--- src/rtl/rtc_set_ctrl_if.sv ---
// Button, time-readback and load/advance signals between the RTC set controller
// and the BCD counter chain; master is the controller side.
interface rtc_set_ctrl_if;
  logic       btn_mode;
  logic       btn_inc;
  logic [7:0] cur_hr;
  logic [7:0] cur_min;
  logic [7:0] cur_sec;
  logic       cnt_en;
  logic       ld_en;
  logic [7:0] ld_hr;
  logic [7:0] ld_min;
  logic [7:0] ld_sec;
  logic [2:0] mode;
  logic       alarm;

  modport master (
    input  btn_mode, btn_inc, cur_hr, cur_min, cur_sec,
    output cnt_en, ld_en, ld_hr, ld_min, ld_sec, mode, alarm
  );

  modport slave (
    output btn_mode, btn_inc, cur_hr, cur_min, cur_sec,
    input  cnt_en, ld_en, ld_hr, ld_min, ld_sec, mode, alarm
  );
endinterface

--- src/rtl/rtc_set_ctrl.sv ---
// RTC time-set controller: one-second prescaler, BCD field editing and load strobe.
// Optional alarm registers and alarm flag are built when RTC_ALARM_EN is defined.
//
// state     | meaning
// RUN       | time advancing, prescaler counting
// SET_HR    | editing shadow hours
// SET_MIN   | editing shadow minutes
// SET_SEC   | editing shadow seconds
// LOAD      | one-cycle load strobe of shadows into the counter chain
// ALM_HR    | editing alarm hours   (RTC_ALARM_EN only)
// ALM_MIN   | editing alarm minutes (RTC_ALARM_EN only)
module rtc_set_ctrl #(
  parameter int unsigned TICK_DIV = 100
) (
  input logic           clkin,
  input logic           rst,
  rtc_set_ctrl_if.master bus
);

  typedef enum logic [2:0] {
    S_RUN     = 3'd0,
    S_SET_HR  = 3'd1,
    S_SET_MIN = 3'd2,
    S_SET_SEC = 3'd3,
    S_LOAD    = 3'd4
`ifdef RTC_ALARM_EN
    ,
    S_ALM_HR  = 3'd5,
    S_ALM_MIN = 3'd6
`endif
  } state_t;

  localparam logic [15:0] C_TC = 16'(TICK_DIV - 1);

  state_t      r_state;
  logic [15:0] r_presc;
  logic        r_cnt_en;
  logic        r_ld_en;
  logic [7:0]  r_ld_hr;
  logic [7:0]  r_ld_min;
  logic [7:0]  r_ld_sec;
  logic [7:0]  r_sh_hr;
  logic [7:0]  r_sh_min;
  logic [7:0]  r_sh_sec;
  logic        w_mode;
  logic        w_inc;
  logic [15:0] w_presc_nxt;

  // Out-of-range values also wrap to 00 so a corrupt readback cannot run away.
  function automatic logic [7:0] f_bcd_inc(input logic [7:0] v, input logic [7:0] vmax);
    logic [7:0] res;
    if (v >= vmax) res = 8'h00;
    else if (v[3:0] == 4'd9) res = {v[7:4] + 4'd1, 4'd0};
    else res = {v[7:4], v[3:0] + 4'd1};
    return res;
  endfunction

`ifdef RTC_ALARM_EN
  logic       r_alarm;
  logic [7:0] r_alm_hr;
  logic [7:0] r_alm_min;
  logic       w_alm_match;

  // A pending alarm swallows every button pulse until it is acknowledged.
  assign w_mode      = bus.btn_mode && !r_alarm;
  assign w_inc       = bus.btn_inc && !bus.btn_mode && !r_alarm;
  assign w_alm_match = (bus.cur_hr == r_alm_hr) && (bus.cur_min == r_alm_min)
                       && (bus.cur_sec == 8'h00);
  assign bus.alarm   = r_alarm;
`else
  assign w_mode      = bus.btn_mode;
  assign w_inc       = bus.btn_inc && !bus.btn_mode;
  assign bus.alarm   = 1'b0;
`endif

  assign w_presc_nxt = (r_presc == C_TC) ? 16'd0 : r_presc + 16'd1;

  always_ff @(posedge clkin) begin
    if (rst) begin
      r_state   <= S_RUN;
      r_presc   <= '0;
      r_cnt_en  <= 1'b0;
      r_ld_en   <= 1'b0;
      r_ld_hr   <= '0;
      r_ld_min  <= '0;
      r_ld_sec  <= '0;
      r_sh_hr   <= '0;
      r_sh_min  <= '0;
      r_sh_sec  <= '0;
`ifdef RTC_ALARM_EN
      r_alarm   <= 1'b0;
      r_alm_hr  <= '0;
      r_alm_min <= '0;
`endif
    end else begin
      r_presc  <= '0;
      r_cnt_en <= 1'b0;
      r_ld_en  <= 1'b0;
      r_ld_hr  <= '0;
      r_ld_min <= '0;
      r_ld_sec <= '0;
`ifdef RTC_ALARM_EN
      if (r_alarm && (bus.btn_mode || bus.btn_inc)) r_alarm <= 1'b0;
      else if (r_cnt_en && w_alm_match) r_alarm <= 1'b1;
`endif
      case (r_state)
        S_RUN: begin
          if (w_mode) begin
            r_state  <= S_SET_HR;
            r_sh_hr  <= bus.cur_hr;
            r_sh_min <= bus.cur_min;
            r_sh_sec <= bus.cur_sec;
          end else begin
            r_presc  <= w_presc_nxt;
            r_cnt_en <= (w_presc_nxt == C_TC);
          end
        end
        S_SET_HR: begin
          if (w_mode) r_state <= S_SET_MIN;
          else if (w_inc) r_sh_hr <= f_bcd_inc(r_sh_hr, 8'h23);
        end
        S_SET_MIN: begin
          if (w_mode) r_state <= S_SET_SEC;
          else if (w_inc) r_sh_min <= f_bcd_inc(r_sh_min, 8'h59);
        end
        S_SET_SEC: begin
          if (w_mode) begin
`ifdef RTC_ALARM_EN
            r_state  <= S_ALM_HR;
`else
            r_state  <= S_LOAD;
            r_ld_en  <= 1'b1;
            r_ld_hr  <= r_sh_hr;
            r_ld_min <= r_sh_min;
            r_ld_sec <= r_sh_sec;
`endif
          end else if (w_inc) r_sh_sec <= f_bcd_inc(r_sh_sec, 8'h59);
        end
`ifdef RTC_ALARM_EN
        S_ALM_HR: begin
          if (w_mode) r_state <= S_ALM_MIN;
          else if (w_inc) r_alm_hr <= f_bcd_inc(r_alm_hr, 8'h23);
        end
        S_ALM_MIN: begin
          if (w_mode) begin
            r_state  <= S_LOAD;
            r_ld_en  <= 1'b1;
            r_ld_hr  <= r_sh_hr;
            r_ld_min <= r_sh_min;
            r_ld_sec <= r_sh_sec;
          end else if (w_inc) r_alm_min <= f_bcd_inc(r_alm_min, 8'h59);
        end
`endif
        S_LOAD:  r_state <= S_RUN;
        default: r_state <= S_RUN;
      endcase
    end
  end

  assign bus.cnt_en = r_cnt_en;
  assign bus.ld_en  = r_ld_en;
  assign bus.ld_hr  = r_ld_hr;
  assign bus.ld_min = r_ld_min;
  assign bus.ld_sec = r_ld_sec;
  assign bus.mode   = r_state;

endmodule

--- src/flat_wrapper.sv ---
// flat-port wrapper written by rule: the top's interface ports become plain ports
module rtc_set_ctrl_flat 
#(
  parameter int unsigned TICK_DIV = 100
)
  (clkin, rst, bus_btn_mode, bus_btn_inc, bus_cur_hr, bus_cur_min, bus_cur_sec, bus_cnt_en, bus_ld_en, bus_ld_hr, bus_ld_min, bus_ld_sec, bus_mode, bus_alarm);
  rtc_set_ctrl_if bus_i ();
  input logic clkin;
  input logic rst;
  input wire logic [$bits(bus_i.btn_mode)-1:0] bus_btn_mode;
  input wire logic [$bits(bus_i.btn_inc)-1:0] bus_btn_inc;
  input wire logic [$bits(bus_i.cur_hr)-1:0] bus_cur_hr;
  input wire logic [$bits(bus_i.cur_min)-1:0] bus_cur_min;
  input wire logic [$bits(bus_i.cur_sec)-1:0] bus_cur_sec;
  output wire logic [$bits(bus_i.cnt_en)-1:0] bus_cnt_en;
  output wire logic [$bits(bus_i.ld_en)-1:0] bus_ld_en;
  output wire logic [$bits(bus_i.ld_hr)-1:0] bus_ld_hr;
  output wire logic [$bits(bus_i.ld_min)-1:0] bus_ld_min;
  output wire logic [$bits(bus_i.ld_sec)-1:0] bus_ld_sec;
  output wire logic [$bits(bus_i.mode)-1:0] bus_mode;
  output wire logic [$bits(bus_i.alarm)-1:0] bus_alarm;
  assign bus_i.btn_mode = bus_btn_mode;
  assign bus_i.btn_inc = bus_btn_inc;
  assign bus_i.cur_hr = bus_cur_hr;
  assign bus_i.cur_min = bus_cur_min;
  assign bus_i.cur_sec = bus_cur_sec;
  assign bus_cnt_en = bus_i.cnt_en;
  assign bus_ld_en = bus_i.ld_en;
  assign bus_ld_hr = bus_i.ld_hr;
  assign bus_ld_min = bus_i.ld_min;
  assign bus_ld_sec = bus_i.ld_sec;
  assign bus_mode = bus_i.mode;
  assign bus_alarm = bus_i.alarm;
  rtc_set_ctrl #(.TICK_DIV(TICK_DIV)) u_core (.clkin(clkin), .rst(rst), .bus(bus_i));
endmodule
--- config.mk ---
export PLATFORM = sky130hd
export DESIGN_NAME = rtc_set_ctrl_flat
export DESIGN_NICKNAME = d
export VERILOG_FILES = /design/src/rtl/rtc_set_ctrl_if.sv /design/src/rtl/rtc_set_ctrl.sv /design/src/flat_wrapper.sv
export SDC_FILE = /design/constraint.sdc
export NUM_CORES = 1
export LEC_CHECK = 0
export BUFFER_PORTS_ARGS = -buffer_cell sky130_fd_sc_hd__clkbuf_2
export CAP_MARGIN = 20
export CELL_PAD_IN_SITES_DETAIL_PLACEMENT = 1
export CELL_PAD_IN_SITES_GLOBAL_PLACEMENT = 2
export CORE_ASPECT_RATIO = 0.6
export CORE_UTILIZATION = 36
export DETAILED_ROUTE_END_ITERATION = 10
export PLACE_DENSITY_LB_ADDON = 0.12
export SLEW_MARGIN = 40
export SYNTH_ARGS = -nofsm -noshare
export SYNTH_HDL_FRONTEND = slang
export SYNTH_SLANG_ARGS = --single-unit
--- constraint.sdc ---
create_clock -name clkin -period 5.7 [get_ports clkin]
set_clock_uncertainty 0.15 [all_clocks]
set_input_delay 1.425 -clock clkin [delete_from_list [all_inputs] [get_ports clkin]]
set_output_delay 1.425 -clock clkin [all_outputs]
set_load 0.01 [all_outputs]
==> results of run 1 <==
critical path, cell delays in order:
cell and delay (ns):
clkbuf_2 0.41, or4b_1 0.69, a31o_2 0.36, a21oi_1 0.14
through the flow:
step | hold WS, ns | utilization (%) | setup WS, ns | total power, µW
after floorplan | 0.287 | - | 2.83 | 635
after global placement | 0.306 | 41.2 | 2.46 | 671
after detailed placement | 0.317 | 41.2 | 2.43 | 675
after CTS | 0.338 | 44.4 | 2.76 | 1200
after global routing | 0.371 | 44.4 | 2.65 | 1250
final | 0.337 | 44.4 | 2.79 | 1190
layout make-up:
type | count | area [µm²] | area share, %
clock buffers | 14 | 274 | 7.12
multi-input cells | 269 | 1710 | 44.5
flip-flops and latches | 69 | 1380 | 35.9
inverters | 12 | 45.0 | 1.17
clock inverters | 1 | 5.00 | 0.130
repair buffers | 57 | 288 | 7.48
well taps | 112 | 140 | 3.64
synth_stat cells, types with 4 or more instances:
cell type / count
nor2_1: 38
o21a_1: 7
or3_1: 6
inv_1: 12
a211oi_1: 9
o21ai_1: 6
nor3_1: 20
nand4_1: 4
nor3b_1: 4
nand2_1: 22
a21oi_1: 23
nor4_1: 6
xor2_1: 6
nand3_1: 11
and2_1: 25
xnor2_1: 12
dfxtp_1: 69
nor2b_1: 6
and3_1: 5
buf_2: 9
ha_1: 9
clkbuf_1: 10
cell families (layout without fill, tap and decap cells):
family,count (synthesis),in the layout
compound gates,75,75
xor+xnor,18,18
fa+ha+maj,9,9
buf+inv,35,84
flops,69,69
mux,2,2
other cells,1,1
simple gates,164,164
layer usage:
metal  GRT usage (%)  up-vias
li1                -     1403
met4            7.54        0
met3            5.69       13
met1            26.3     1351
met2            26.8       47
met5               0        -
report_power, final:
part	switching (µW)	total (µW)	internal [µW]	leakage, µW
Combinational	72.4	128	56.0	0.000847
Clock	195	522	327	0.000139
Sequential	33.3	537	504	0.000561
sequential cells by signal (all words and copies together), names as in the netlist:
register / cells
u_core.bus.cnt_en: 1
u_core.bus.ld_en: 1
u_core.bus.ld_hr: 8
u_core.bus.ld_min: 8
u_core.bus.ld_sec: 8
u_core.bus.mode: 3
u_core.r_presc: 16
u_core.r_sh_hr: 8
u_core.r_sh_min: 8
u_core.r_sh_sec: 8
worst paths after layout:
kind,startpoint,to,slack (ns),cells past startpoint
worst min-delay path,u_core.r_presc[0]$_SDFF_PP0_,u_core.r_presc[0]$_SDFF_PP0_,0.34,1
worst max register to register,u_core.bus.mode[0]$_SDFFE_PP0P_,u_core.bus.ld_min[3]$_SDFF_PP0_,3.26,4
worst min register to register,u_core.r_presc[0]$_SDFF_PP0_,u_core.r_presc[0]$_SDFF_PP0_,0.34,1
worst max-delay path,rst,u_core.r_presc[11]$_SDFF_PP0_,2.79,4
==> results_dict.tcl, run 1 <==
set metrics [dict create \
    numCtsBuffers 9 \
    fp-row-count 26 \
    cts-resized-gates 0 \
    initial_core_util_pct 37.6 \
    cts.sinks 69 \
    path_clk_slew_ns 0.05 \
    layout_commonest_cell "dfxtp_1" \
    final_cell_mix "dfxtp_1, clkbuf_2, nor2_1" \
    yosys_warnings 0 \
    post_drt_wl_per_cell_um 15.7 \
    synth.distinct_cells 56 \
    highest_layer "met4" \
    slew_headroom_pct 52.6 \
    cp.required_ns 5.82 \
    drc 8 \
    synth_top_area_share_pct 42.4 \
    antenna_left 0 \
    wl_met2_um 3370 \
    root_buffer "clkbuf_16" \
    period_minus_slack_ns 2.91 \
    grt_pass1_vias 2634 \
    syn_avg_cell_area_um2 8.72 \
    io_pins 58 \
    ir_drop_uv 139 \
    grt_util_all_layers_pct 18.7 \
    die_h_um 75.6 \
    via_count 2814 \
    synth_edf_count 0 \
    htree_levels 3 \
    antenna_found_initial 0 \
    max_freq_ghz 0.343 \
    critPathMaxFanout 30 \
    setup_tns_ns 0 \
    status "finished with violations" \
    cts_setup_buffers 0 \
    synthAdderAreaFrac_pct 3.46 \
    synthSimpleGateAreaFrac_pct 28.1 \
    wl_met3_um 370 \
    nets 455 \
    layoutNonFillerInstCount 534 \
    synth_nets 410 \
    clockBufferDepth 2 \
    worst_slew_pin_slew_ns 0.711 \
    die_w_um 125 \
    drt-total-wl_um 8370 \
    end_kind "register" \
    synth_compound_area_share_pct 15.4 \
    syn2layout_area_growth_pct 18.2 \
    netlist_top_cells_area "dfxtp_1, and2_1, nor2_1, a21oi_1, ha_1" \
    syn-instance-count 373 \
    powerDensity_nw_per_um2 309 \
    finalSetupViolCount 0 \
    vias_per_cell 5.27 \
    yosys_register_bits 69 \
    post_dp_cell_area_um2 3570 \
    num-fill-cells 1000 \
    dr.pass1.iters 9 \
    io_buffers 56 \
    worstSetupPathType "primary input to register" \
    wl_met1_um 4520 \
    diodes 0 \
    drv_slew 0 \
    grt-ovfl-total 0 \
    place.gp.congestion 0.753 \
    dieArea_um2 9440 \
    grt_pass1_wl_um 13500 \
    place_hpwl_um 5900 \
    worstPathArrival_ns 3.03 \
    hold_buffers 0 \
    placedCellCount 519 \
    cts_tree "built" \
    core_area_um2 8650 \
    stdcell_area_um2 3850 \
    clk_latency_ns 0.33 \
    grt_max_degree 31 \
    p_leak_uw 0.00155 \
    min_path_type "register to register" \
    violations "design-rule violations" \
    synth_top_family_by_area "simple AND/OR/NAND/NOR gates" \
    synthFlopType "dfxtp_1" \
    rsz0062_at_grt "no" \
    synthXorXnorAreaFrac_pct 4.84 \
    seq_area_frac_synth_pct 42.4 \
    min_period_over_period_pct 51.1 \
    synth_largest_area_cell "dfxtp_1" \
    drt_iter0_markers 216 \
    syn_area_um2 3250 \
    drive_above_1_share_pct 18.5 \
    synthMuxAreaShare_pct 0.615 \
    start_kind "primary input" \
    maxCapViolCount 0 \
    hold_viol 0 \
    async_reset_ff_share_pct 0 \
]
Note: power is estimated with default switching activity, not from simulation.
==> run 2, diff against run 1 <==
--- a/config.mk
+++ b/config.mk
@@ -5,12 +5,13 @@
 export SDC_FILE = /design/constraint.sdc
 export NUM_CORES = 1
 export LEC_CHECK = 0
+export ABC_AREA = 1
 export BUFFER_PORTS_ARGS = -buffer_cell sky130_fd_sc_hd__clkbuf_2
 export CAP_MARGIN = 20
 export CELL_PAD_IN_SITES_DETAIL_PLACEMENT = 1
 export CELL_PAD_IN_SITES_GLOBAL_PLACEMENT = 2
 export CORE_ASPECT_RATIO = 0.6
-export CORE_UTILIZATION = 36
+export CORE_UTILIZATION = 31
 export DETAILED_ROUTE_END_ITERATION = 10
 export PLACE_DENSITY_LB_ADDON = 0.12
 export SLEW_MARGIN = 40
==> constraint.sdc (replaced) <==
create_clock -name clkin -period 2.9 [get_ports clkin]
set_clock_uncertainty 0.15 [all_clocks]
set_input_delay 0.725 -clock clkin [delete_from_list [all_inputs] [get_ports clkin]]
set_output_delay 0.725 -clock clkin [all_outputs]
set_load 0.01 [all_outputs]
==> results_dict.tcl, run 2 <==
set metrics [dict create \
    ys_top_cells_by_count "nand2_1, nor2_1, dfxtp_1" \
    slew_headroom_pct 59.9 \
    numCtsBuffers 9 \
    maxCapViolCount 0 \
    path_clk_slew_ns 0.06 \
    die_h_um 81.1 \
    grt_util_all_layers_pct 18.0 \
    place_hpwl_um 6910 \
    layout_commonest_cell "nand2_1" \
    syn_avg_cell_area_um2 7.15 \
    synth.distinct_cells 34 \
    async_reset_ff_share_pct 0 \
    synth_edf_count 0 \
    worstSetupPathType "register to register" \
    max_freq_ghz 0.498 \
    fp-row-count 28 \
    dieArea_um2 10900 \
    synth_top_area_share_pct 42.7 \
    cts.sinks 69 \
    cp.required_ns 3.01 \
    syn2layout_area_growth_pct 21.8 \
    critPathBufInv 0 \
    dr.pass1.iters 4 \
    worstPathArrival_ns 2.12 \
    finalSetupViolCount 0 \
    yosys_warnings 0 \
    p_leak_uw 0.00189 \
    seq_area_frac_synth_pct 42.7 \
    cts_setup_buffers 0 \
    syn_area_um2 3230 \
    min_path_type "register to register" \
    start_kind "register" \
    clockBufferDepth 2 \
    grt_pass1_wl_um 14900 \
    antenna_found_initial 0 \
    drc 0 \
    largest_reg_flops 16 \
    path_cells "ha_1 > nor2_1 > nand2_1 > nand2_1 > nand3_1 > nor3_1 > nand3b_1 > a31oi_1" \
    pre_cts_ws_ns 0.759 \
    io_pins 58 \
    crit_slowest_cell "nor3_1" \
    drt-total-wl_um 8950 \
    diodes 0 \
    min_period_over_period_pct 69.3 \
    cts-resized-gates 0 \
    nets 550 \
    cts_tree "built" \
    end_kind "register" \
    num-fill-cells 1272 \
    htree_levels 3 \
    via_count 2980 \
    hold_ws_ns 0.314 \
    grt-ovfl-total 0 \
    critPathMaxFanout 5 \
    yosysMostFrequentCell "nand2_1" \
    worst_slew_pin_slew_ns 0.596 \
    ir_drop_uv 307 \
    slowest_delay_ns 0.48 \
    powerDensity_nw_per_um2 616 \
    drive_above_1_share_pct 19.1 \
    synth_largest_area_cell "dfxtp_1" \
    antenna_left 0 \
    post_drt_wl_per_cell_um 13.7 \
    rsz0062_at_grt "no" \
    final_cell_mix "nand2_1, nor2_1, dfxtp_1" \
    yosys_register_bits 69 \
    drt_iter0_markers 75 \
    grt_max_degree 25 \
    critPathMostFrequentCell "nand2_1" \
    synth_nets 489 \
    fin_ws_ns 0.891 \
    clk_latency_ns 0.33 \
    hold_buffers 0 \
    io_buffers 56 \
    synthFlopType "dfxtp_1" \
    place.gp.congestion 0.763 \
    die_w_um 134 \
    largest_register "u_core.r_presc" \
    grt_pass1_vias 2915 \
    hold_viol 0 \
    initial_core_util_pct 32.4 \
    cp_top_family "simple AND/OR/NAND/NOR gates" \
    drv_slew 0 \
    setup_tns_ns 0 \
    vias_per_cell 4.56 \
    core_area_um2 9980 \
    period_minus_slack_ns 2.01 \
    status "finished clean" \
    syn-instance-count 452 \
    netlist_top_cells_area "dfxtp_1, nand2_1, nor2_1, inv_1, a21oi_1" \
    root_buffer "clkbuf_16" \
]
## run 2: per-stage QoR
step / instance area (µm²) / instances / util [%] / total power [µW]
finish: 3940 / 653 / 39.4 / 2430
floorplan: 3230 / 452 / - / 1310
CTS: 3940 / 653 / 39.4 / 2460
global placement: 3670 / 637 / 36.7 / 1420
global route: 3940 / 653 / 39.4 / 2560
detailed placement: 3670 / 637 / 36.7 / 1420
## run 2: layer usage
metal  wire, µm  track usage, %  share of wire [%]  vias to the layer above
li1           -               -                  -                     1539
met1       5060            26.4                 57                     1379
met2       3460            25.5                 39                       53
met3        340            4.87                3.8                        9
met4         80            4.77               0.89                        0
met5          0               0                  0                        -
## run 2: tightest hold or removal path, delay by kind of cell, from the launching register on
kind / cells / cell delay, ns
DFF: 1 / 0.33
buffers and inverters: 1 / 0.06
and+or+nand+nor: 1 / 0.04
## run 2: final cells by class
class	count	area (µm²)	area share (%)
Clock buffer	15	268	6.80
Clock inverter	1	5.00	0.127
Inverter	64	240	6.10
Multi-Input combinational cell	310	1570	39.9
Sequential cell	69	1380	35.1
Tap cell	135	169	4.29
Timing Repair Buffer	59	303	7.69
## run 2: final timing paths
path | from | to | slack [ns] | cells past startpoint
worst max-delay path | u_core.r_sh_hr[0]$_SDFFE_PP0P_ | u_core.r_sh_hr[2]$_SDFFE_PP0P_ | 0.89 | 8
worst min-delay path | u_core.r_sh_hr[6]$_SDFFE_PP0P_ | u_core.bus.ld_hr[6]$_SDFF_PP0_ | 0.31 | 2
worst max register to register | u_core.r_sh_hr[0]$_SDFFE_PP0P_ | u_core.r_sh_hr[2]$_SDFFE_PP0P_ | 0.89 | 8
worst min register to register | u_core.r_sh_hr[6]$_SDFFE_PP0P_ | u_core.bus.ld_hr[6]$_SDFF_PP0_ | 0.31 | 2
## run 2: cells by family after synthesis
| logic type | share of synthesized area (%) |
|---|---|
| buffers and inverters | 8.63 |
| DFF | 42.7 |
| AOI/OAI and AO/OA | 10.0 |
| other | 0.116 |
| adders and majority gates | 3.48 |
| and+or+nand+nor | 31.5 |
| xor gates and xnor gates | 3.48 |
## run 2: report_power, final
group	leakage (µW)	total (µW)	switching [µW]	internal [µW]
combinational	0.00119	347	231	116
clock	0.000134	1020	396	626
sequential	0.000562	1060	53.6	1000
total	0.00189	2430	681	1750
